`src/rtl/int_scheduler.sv`:
```
// int_scheduler: machine-level interrupt arbitration and trap tracking
// for the hardisc core.
module int_scheduler #(
   parameter int SYNC_STAGES = 2,
   parameter bit UCE_NMI     = 1'b1
) (
   input  logic        s_clk_i,
   input  logic        s_resetn_i,
   input  logic        s_msip_i,
   input  logic        s_mtip_i,
   input  logic        s_meip_i,
   input  logic        s_uce_i,
   input  logic        s_fcer_i,
   input  logic        s_lcer_i,
   input  logic        s_fuce_i,
   input  logic        s_luce_i,
   input  logic        s_ruce_i,
   input  logic [31:0] s_mie_i,
   input  logic        s_gie_i,
   input  logic        s_ack_i,
   input  logic        s_mret_i,
   output logic        s_int_req_o,
   output logic [4:0]  s_int_cause_o,
   output logic [31:0] s_mip_o,
   output logic        s_in_trap_o
);

   localparam logic [31:0] UC_MASK = 32'h0039_0000;

   typedef enum logic [1:0] {
      IDLE,
      REQ,
      TRAP
   } state_t;

   state_t      state_q;
   logic        nest_q;
   logic [2:0]  sync_q [SYNC_STAGES];
   logic [2:0]  ext_lvl;
   logic [5:0]  sticky_q;
   logic [5:0]  events;
   logic [5:0]  ack_clr;
   logic        ack_hit;
   logic [31:0] mip;
   logic [31:0] gate;
   logic [31:0] elig;
   logic        win_any;
   logic        uc_any;
   logic [4:0]  win_cause;
   logic [4:0]  uc_cause;

   always_ff @(posedge s_clk_i or negedge s_resetn_i) begin
      if (!s_resetn_i) begin
         for (int k = 0; k < SYNC_STAGES; k++) begin
            sync_q[k] <= '0;
         end
      end else begin
         sync_q[0] <= {s_meip_i, s_mtip_i, s_msip_i};
         for (int k = 1; k < SYNC_STAGES; k++) begin
            sync_q[k] <= sync_q[k-1];
         end
      end
   end

   assign ext_lvl = sync_q[SYNC_STAGES-1];

   assign events = {s_ruce_i, s_luce_i, s_fuce_i,
                    s_lcer_i, s_fcer_i, s_uce_i};

   assign ack_hit = (state_q == REQ) && s_ack_i;

   always_comb begin
      ack_clr = '0;
      for (int i = 0; i < 6; i++) begin
         if (ack_hit && (s_int_cause_o == 5'(16 + i))) begin
            ack_clr[i] = 1'b1;
         end
      end
   end

   // a pulse in the ack cycle re-arms the bit it would have cleared
   always_ff @(posedge s_clk_i or negedge s_resetn_i) begin
      if (!s_resetn_i) begin
         sticky_q <= '0;
      end else begin
         sticky_q <= (sticky_q & ~ack_clr) | events;
      end
   end

   assign mip = {10'b0, sticky_q, 4'b0,
                 ext_lvl[2], 3'b0,
                 ext_lvl[1], 3'b0,
                 ext_lvl[0], 3'b0};

   assign s_mip_o = mip;

   assign gate = s_gie_i ? '1 :
                 (UCE_NMI ? UC_MASK : '0);

   assign elig    = mip & s_mie_i & gate;
   assign win_any = |elig;
   assign uc_any  = UCE_NMI &&
                    (elig[21] || elig[20] ||
                     elig[19] || elig[16]);

   always_comb begin
      win_cause = 5'd0;
      if      (elig[21]) win_cause = 5'd21;
      else if (elig[20]) win_cause = 5'd20;
      else if (elig[19]) win_cause = 5'd19;
      else if (elig[16]) win_cause = 5'd16;
      else if (elig[18]) win_cause = 5'd18;
      else if (elig[17]) win_cause = 5'd17;
      else if (elig[11]) win_cause = 5'd11;
      else if (elig[3])  win_cause = 5'd3;
      else if (elig[7])  win_cause = 5'd7;
   end

   always_comb begin
      uc_cause = 5'd16;
      if      (elig[21]) uc_cause = 5'd21;
      else if (elig[20]) uc_cause = 5'd20;
      else if (elig[19]) uc_cause = 5'd19;
   end

   // nest_q marks a handler interrupted by an uncorrectable source
   always_ff @(posedge s_clk_i or negedge s_resetn_i) begin
      if (!s_resetn_i) begin
         state_q       <= IDLE;
         nest_q        <= 1'b0;
         s_int_req_o   <= 1'b0;
         s_int_cause_o <= '0;
         s_in_trap_o   <= 1'b0;
      end else begin
         unique case (state_q)
            IDLE: begin
               if (win_any) begin
                  s_int_cause_o <= win_cause;
                  s_int_req_o   <= 1'b1;
                  state_q       <= REQ;
               end
            end
            REQ: begin
               if (s_ack_i) begin
                  s_int_req_o <= 1'b0;
                  s_in_trap_o <= 1'b1;
                  state_q     <= TRAP;
               end else if (!elig[s_int_cause_o]) begin
                  s_int_req_o <= 1'b0;
                  nest_q      <= 1'b0;
                  state_q     <= nest_q ? TRAP : IDLE;
               end
            end
            TRAP: begin
               if (s_mret_i) begin
                  if (nest_q) begin
                     nest_q <= 1'b0;
                  end else begin
                     s_in_trap_o <= 1'b0;
                     state_q     <= IDLE;
                  end
               end else if (!nest_q && uc_any) begin
                  s_int_cause_o <= uc_cause;
                  s_int_req_o   <= 1'b1;
                  nest_q        <= 1'b1;
                  state_q       <= REQ;
               end
            end
            default: state_q <= IDLE;
         endcase
      end
   end

endmodule

```
`config.mk`:
```
export PLATFORM = sky130hd
export DESIGN_NAME = int_scheduler
export DESIGN_NICKNAME = d
export VERILOG_FILES = /design/src/rtl/int_scheduler.sv
export SDC_FILE = /design/constraint.sdc
export NUM_CORES = 1
export LEC_CHECK = 0
export ABC_AREA = 1
export CAP_MARGIN = 30
export CORE_ASPECT_RATIO = 1.4
export CORE_UTILIZATION = 41
export DETAILED_ROUTE_END_ITERATION = 8
export GPL_TIMING_DRIVEN = 1
export PLACE_DENSITY = 0.85
export SLEW_MARGIN = 20
export SYNTH_ARGS = -nofsm -noshare
export SYNTH_HDL_FRONTEND = slang
export SYNTH_SLANG_ARGS = --single-unit
```
`constraint.sdc`:
```
create_clock -name s_clk_i -period 3.84 [get_ports s_clk_i]
set_clock_uncertainty 0.1 [all_clocks]
set_input_delay 0.768 -clock s_clk_i [delete_from_list [all_inputs] [get_ports s_clk_i]]
set_output_delay 0.768 -clock s_clk_i [all_outputs]
set_load 0.05 [all_outputs]
```
==> flow_summary.yaml <==
sta:
  setup_viol: 0
  fin_crit_sh: 0.627
  finalCriticalPeriod_ns: 2.41
  relSlewSlack: 0.649
  finalHoldViolCount: 0
  setup_slack_ns: 1.43
  drv_slew: 0
  setup_tns_ns: 0
  rsz0062_at_grt: "false"
  max_freq_ghz: 0.416
  worstMarginPinSlew_ns: 0.525
die:
  die_area_sq_um: 3940
  core_area_sq_um: 3440
  start_util: 0.440
  boundaryPins: 85
  num_rows: 25
  die_w_microns: 53.4
  die_h_microns: 73.9
cts:
  hold_buffers: 0
  cts_max_level: 1
  post_cts_buffers: 0
  cts_resized: 0
  insertion_delay_ns: 0.27
  clkSinkCount: 22
  cts_tree: "yes"
  cts_root_buffer: "clkbuf_8"
  clk_path_buf_depth: 2
  cts_buffers: 3
  cts.clk_slew.worst_paths_ns: 0.08
critical_path:
  critPathBufInv: 1
  start_kind: "register"
  critPathTopFamily: "buffers and inverters"
  slowest_stage: "clkdlybuf4s50_1"
  path_class: "reg2out"
  crit_required_ns: 2.97
  cp_cell_sequence: "clkdlybuf4s50_1"
  critical_path_arrival_ns: 1.54
  critPathMaxFanout: 6
  critPathMaxStageDelay_ns: 0.83
  endpoint_kind: "primary output"
route:
  wl_per_cell_microns: 11.0
  wirelength_microns: 3150
  drtAntennaViolNets: 0
  vias: 1347
  drtIter0Drc: 46
  dr.pass1.iters: 4
  drcViolationCount: 0
  viasPerCell: 4.71
run_status:
  outcome: "finished clean"
place:
  io_buffers: 38
  dpl.hpwl_microns: 2480
  dpl_worst_slack_ns: 1.40
  dp_cells: 282
  place.gp.congestion: 0.926
yosys:
  synth.largest_area_cell: "dfrtp_1"
  synth.avg_cell_area_sq_um: 7.28
  ys_seq_area_frac: 0.364
  ys_seq_elements: 22
  ys_types: 23
  syn-instance-count: 208
  synthTopCellsByArea: "dfrtp_1 36%, nand2_1 15%, buf_4 13%"
  yosys_warnings: 0
  synth_top_area_frac: 0.364
  syn-cell-area_sq_um: 1510
finish:
  layout.nets: 297
  finalCoreUtilization: 0.556
  mostFrequentLayoutCells: "61 x nand2_1, 38 x clkdlybuf4s50_1, 23 x conb_1, 22 x inv_1, 22 x dfrtp_1"
  drive_gt1_frac: 0.0772
  mostFrequentLayoutCell: "nand2_1"
  synthToLayoutAreaGrowth_pct: 26.4
  final_cells: 286
  diodes: 0
grt:
  overflow: 0
  grt_usage: 0.186
  grt_pass1_wl_microns: 5400
  grt_pass1_vias: 1212
  grt_max_degree: 17
  antenna_found_initial: 0
flow_run:
  cap_violations: 0
min_path:
  min_path_type: "reg2reg"
pwr:
  powerDensity_nw_per_um2: 638
  cellLeakagePower_nw: 0.963
  vdd_ir_drop_max_mv: 0.437
## synth_stat cells
cell and number:
nand3_1 19, inv_1 22, o21ai_1 1, a31oi_1 1, nor2_1 21, dfrtp_1 22
and3_1 1, ha_1 4, o21ai_2 2, nand2_1 61, nor2_2 5, inv_2 2
nand2_4 1, a21o_1 5, o21ai_0 6, conb_1 1, nand3_2 3, a21boi_0 1
o32ai_1 1, nor2_8 1, clkbuf_2 1, buf_4 26, nor3_1 1
## per-stage QoR
step | power [mW] | hold slack, ns | instance area, sq um
floorplan | 0.842 | 0.231 | 1600
finish | 1.22 | 0.252 | 1910
global route | 1.31 | 0.262 | 1910
CTS | 1.22 | 0.254 | 1910
global placement | 0.984 | 0.233 | 1830
detailed placement | 0.996 | 0.235 | 1840
## registers in the layout, summed over array words and instances (netlist names)
register       flops
sync_q             3
s_in_trap_o        1
sticky_q           6
nest_q             1
s_int_cause_o      5
state_q            2
s_int_req_o        1
ext_lvl            3
## path summary, 6_finish.rpt
| kind | start | depth (start not counted) | endpoint | slack, ns |
|---|---|---|---|---|
| worst max-delay path | s_int_cause_o[1]$_DFFE_PN0P_ | 1 | s_int_cause_o[1] | 1.43 |
| worst min-delay path | sync_q[3]$_DFF_PN0_ | 0 | ext_lvl[0]$_DFF_PN0_ | 0.25 |
| worst max register to register | state_q[0]$_DFFE_PN0P_ | 9 | state_q[0]$_DFFE_PN0P_ | 1.96 |
| worst min register to register | sync_q[3]$_DFF_PN0_ | 0 | ext_lvl[0]$_DFF_PN0_ | 0.25 |
| max in group asynchronous | s_resetn_i | 2 | nest_q$_DFFE_PN0P_ | 2.56 |
| min in group asynchronous | s_resetn_i | 1 | s_int_cause_o[3]$_DFFE_PN0P_ | 0.66 |
## power breakdown
group	switching, mW	leakage (nW)	internal [mW]
Clock	0.0800	0.0357	0.139
Sequential	0.0490	0.245	0.285
Combinational	0.456	0.682	0.212
## area by class of cell
cell class              count  area (sq um)
clock inverters             1          30.0
repair buffers             39           395
clock buffers               3          41.3
inverters                  24          90.1
flip-flops and latches     22           551
multi-input cells         157           756
fillers                   306          1530
well taps                  40          50.0
## layer usage
metal	up-vias	routed length (microns)	share of wire	global-route usage
met1	618	1230	0.39	0.224
met4	0	49	0.016	0.0614
li1	673	-	-	-
met2	51	1720	0.55	0.335
met5	-	0	0	0
met3	5	153	0.049	0.0207
## cells by family after synthesis
| kind of cell | Yosys count | synth area share |
|---|---|---|
| AO/OA/AOI/OAI | 17 | 0.0744 |
| adder cells (fa/ha/maj) | 4 | 0.0331 |
| buffers and inverters | 51 | 0.192 |
| flip-flops | 22 | 0.364 |
| other | 1 | 0.00248 |
| AND/OR/NAND/NOR | 113 | 0.335 |
No activity file was read; power rests on OpenSTA's default activity.
==> variant 1: new RTL, config.mk and constraints unchanged <==
`SYNC_STAGES`: 2 -> 1.
--- a/src/rtl/int_scheduler.sv
+++ b/src/rtl/int_scheduler.sv
@@ -1,7 +1,7 @@
 // int_scheduler: machine-level interrupt arbitration and trap tracking
 // for the hardisc core.
 module int_scheduler #(
-   parameter int SYNC_STAGES = 2,
+   parameter int SYNC_STAGES = 1,
    parameter bit UCE_NMI     = 1'b1
 ) (
    input  logic        s_clk_i,
Formal check against the unedited RTL: not equivalent (Yosys sat finds a counterexample within 4 cycles, from zero or initial values and one cycle with s_resetn_i low).
==> variant 1 against the original RTL <==
Hold slack gained 120 ps; final area is 4.6% lower; register-to-register slack better by 90 ps; global-route usage decreased by 0.22 points; combinational power is 4.0% higher; setup slack got worse by 14 ps; sequential share of layout area down 2.7 points; routed wire length is 2.8% lower; synthesized area decreased by 5.6%; sequential cell count down 3; total power is 6.4% lower; via count down 1.9%.
==> variant 1: results (changes against the original RTL) <==
- The final HPWL from detailed placement is 2.49 mm (+0.25%).
- The number of different library cells in the post-synthesis netlist is 26 (+13%).
- The slack of the worst reg-to-reg path is 2050 ps (+90 ps).
- The sequential cell area fraction in the yosys report is 0.333 (-0.0309).
- The fraction of the mapped netlist area in compound gates is 0.0788 (+0.00443).
- The final net count is 293 (-1.3%).
- The placed instance area is 0.00177 mm² (-3.9%).
- The switching share of power is 0.516 (+0.0374).
- The static leakage came to 0.000914 µW (-5.1%).
- The number of cells on the worst hold path is 2 (+2).
- The global-route usage over all layers is 0.184 (-0.00219).
- The worst hold path startpoint is s_int_req_o.
- The number of buffers on the longest clock path is 2 (unchanged).
- Yosys attributes the largest share of cell area to sky130_fd_sc_hd__dfrtp_1, sky130_fd_sc_hd__nand2_1, sky130_fd_sc_hd__buf_4.
- The total clock network power is 139 µW (-37%).
- The measured slew at the worst slew-check pin is 505 ps (-19.7 ps).
- The peak ir drop on the vdd network is 0.446 mV (+2.2%).
- The cell depth of the worst flop-to-flop path is 9 (unchanged).
- The largest net degree at the start of global routing is 20 (+3).
- The number of optimization iterations in the first detailed-route pass is 4 (unchanged).
- The number of violations reported at the end of detailed-routing iteration 0 is 61 (+33%).
- Ranked by instance count, the synthesized netlist is headed by sky130_fd_sc_hd__nand2_1, sky130_fd_sc_hd__buf_4, sky130_fd_sc_hd__dfrtp_1.
- The flow ran to the end, and the final reports show no timing, DRC or antenna violations.
- The total power per unit cell area is 626 mW/mm² (-2.0%).
- The aggregate routed wire length was 3.06 mm (-2.8%).
-- variant 1: layout make-up --
type | count | area, µm²
sequential | 19 | 475
multi-input combinational | 157 | 777
clock buffer | 4 | 45.0
inverter | 23 | 86.3
tap | 40 | 50.0
timing repair buffer | 39 | 392
fill | 338 | 1520
-- variant 1: worst min-delay path by stage --
stage,slack [ps],to
6_report,380,s_int_req_o
5_1_grt,440,sticky_q[4]
4_1_cts,380,s_int_req_o
3_5_place_dp,370,s_int_req_o
3_3_place_gp,360,s_int_req_o
2_1_floorplan,360,nest_q
-- variant 1: per-layer routing --
layer / track usage / share of wire / vias to the layer above
met5: 0 / 0 / -
met4: 0.0871 / 0.021 / 0
met1: 0.202 / 0.39 / 608
met3: 0.0212 / 0.039 / 7
li1: - / - / 669
met2: 0.338 / 0.55 / 37
-- variant 1: stage by stage --
step / setup slack [ps] / instances
after floorplan: 2060 / 222
after global placement: 1460 / 277
after detailed placement: 1440 / 277
after CTS: 1430 / 281
after global routing: 1380 / 282
final: 1420 / 282
==> variant 2: new RTL, config.mk and constraints unchanged <==
Made on the original files. Reset style: synchronous (`s_resetn_i`), changed in 3 clocked blocks.
--- a/src/rtl/int_scheduler.sv
+++ b/src/rtl/int_scheduler.sv
@@ -49,7 +49,7 @@
    logic [4:0]  win_cause;
    logic [4:0]  uc_cause;
 
-   always_ff @(posedge s_clk_i or negedge s_resetn_i) begin
+   always_ff @(posedge s_clk_i) begin
       if (!s_resetn_i) begin
          for (int k = 0; k < SYNC_STAGES; k++) begin
             sync_q[k] <= '0;
@@ -79,7 +79,7 @@
    end
 
    // a pulse in the ack cycle re-arms the bit it would have cleared
-   always_ff @(posedge s_clk_i or negedge s_resetn_i) begin
+   always_ff @(posedge s_clk_i) begin
       if (!s_resetn_i) begin
          sticky_q <= '0;
       end else begin
@@ -124,7 +124,7 @@
    end
 
    // nest_q marks a handler interrupted by an uncorrectable source
-   always_ff @(posedge s_clk_i or negedge s_resetn_i) begin
+   always_ff @(posedge s_clk_i) begin
       if (!s_resetn_i) begin
          state_q       <= IDLE;
          nest_q        <= 1'b0;
Behaviour: differs if s_resetn_i is asserted again (counterexample within 4 cycles, from zero or initial values and one cycle with s_resetn_i low); with s_resetn_i held inactive, the same outputs for 10 cycles.
==> variant 2 against the original RTL <==
Setup slack got worse by 67 ps; total power fell by 27%; sequential cell count did not move; routed wire length fell by 6.0%; fmax fell by 2.7%; synthesized area fell by 4.5%; clock power fell by 34%; final area fell by 6.1%; largest cell class unchanged; highest routed layer unchanged.
==> variant 2: results (changes against the original RTL) <==
- The flow ran to the end, and the final reports show no timing, DRC or antenna violations.
- The routability-driven placement congestion ratio is 0.862 (-6.9%).
- The mean post-synth cell area is 6.75 µm² (-7.2%).
- The share of async-settable or async-resettable flops after synthesis came to 0 (-1.00).
- The final cell count without fillers is 289 (+1.0%).
- The dominant register cell in the synthesized netlist is sky130_fd_sc_hd__dfxtp_1.
- The sequential cell area fraction in the yosys report is 0.305 (-0.0589).
- The measured slew at the worst slew-check pin is 505 ps (-20.1 ps).
- The slack of the worst reg-to-reg path is 2250 ps (+290 ps).
- The beginning of the worst register-to-register path is sticky_q[4].
- The largest registers in the layout are sticky_q (6), sync_q (6), s_int_cause_o (5).
- The via count of the first global-routing pass came to 1,156 (-4.6%).
- The number of violations reported at the end of detailed-routing iteration 0 was 48 (+4.3%).
- The path with the worst hold slack has its endpoint at sync_q[0][4].
- The number of cells on the worst hold path is 2 (+2).
- The largest net degree at the start of global routing is 13 (-4).
- The number of different library cells in the post-synthesis netlist is 26 (+13%).
- The largest stage delay on the critical path came to 860 ps (+30 ps).
- After synthesis, the cell types taking the most area are sky130_fd_sc_hd__dfxtp_1, sky130_fd_sc_hd__buf_4, sky130_fd_sc_hd__nand2_1.
- Counting instances in the post-synthesis netlist gives the leading cell types as sky130_fd_sc_hd__nand2_1, sky130_fd_sc_hd__nor2_1, sky130_fd_sc_hd__inv_1.
- The largest driver fanout on the critical path is 8 (+2).
- The fraction of final layout cells sized beyond drive strength 1 was 0.112 (+0.0352).
- The worst path arrival time is 1610 ps (+70 ps).
- The worst register-to-register path ends at s_int_cause_o[0].
- The global-route usage over all layers is 0.175 (-0.0108).
## variant 2: logic make-up after synthesis
family / Yosys count / synth area share
AND/OR/NAND/NOR: 97 / 0.327
buffers and inverters: 62 / 0.231
AO/OA/AOI/OAI: 32 / 0.134
flip-flops: 22 / 0.305
other: 1 / 0.00259
## variant 2: worst reg2reg max path: stages (launching register included)
cell and delay [ps]:
sky130_fd_sc_hd__dfxtp_1 360, sky130_fd_sc_hd__nand2_1 110, sky130_fd_sc_hd__nand2_1 150, sky130_fd_sc_hd__nor2_1 80, sky130_fd_sc_hd__nor2_2 170, sky130_fd_sc_hd__o21ai_4 90
sky130_fd_sc_hd__nor2_8 150, sky130_fd_sc_hd__inv_4 80, sky130_fd_sc_hd__nor2_1 110, sky130_fd_sc_hd__a21oi_1 80
## variant 2: area by class of cell
type / count / area (µm²)
fillers: 346 / 1580
multi-input cells: 152 / 753
flip-flops and latches: 22 / 440
repair buffers: 38 / 380
inverters: 34 / 130
well taps: 40 / 50.0
clock buffers: 3 / 41.3
## variant 2: per-layer routing
metal,routed length (µm),track usage
met1,1160,0.203
met2,1570,0.313
met3,170,0.0126
met4,60,0.0906
met5,0,0
## variant 2: worst max path at each step
stage / startpoint / end / depth (start not counted)
3_3_place_gp: s_gie_i / s_int_cause_o[0] / 10
3_5_place_dp: s_gie_i / s_int_cause_o[0] / 10
5_1_grt: s_int_cause_o[1] / s_int_cause_o[1] / 1
4_1_cts: s_int_cause_o[1] / s_int_cause_o[1] / 1
6_report: s_int_cause_o[1] / s_int_cause_o[1] / 1
2_1_floorplan: s_mie_i[16] / s_int_cause_o[1] / 9
## variant 2: stage by stage
| stage | hold slack, ps | power, µW | cell area (µm²) | setup WS (ps) |
|---|---|---|---|---|
| after global routing | 336 | 947 | 1800 | 1300 |
| final | 315 | 893 | 1800 | 1370 |
| after global placement | 292 | 747 | 1750 | 1340 |
| after CTS | 315 | 894 | 1800 | 1360 |
| after detailed placement | 297 | 753 | 1750 | 1290 |
| after floorplan | 290 | 657 | 1530 | 2030 |
## variant 2: report_power, final
group | switching [µW] | internal [µW]
sequential | 37.0 | 263
combinational | 308 | 140
clock | 74.2 | 70.2
total | 420 | 473
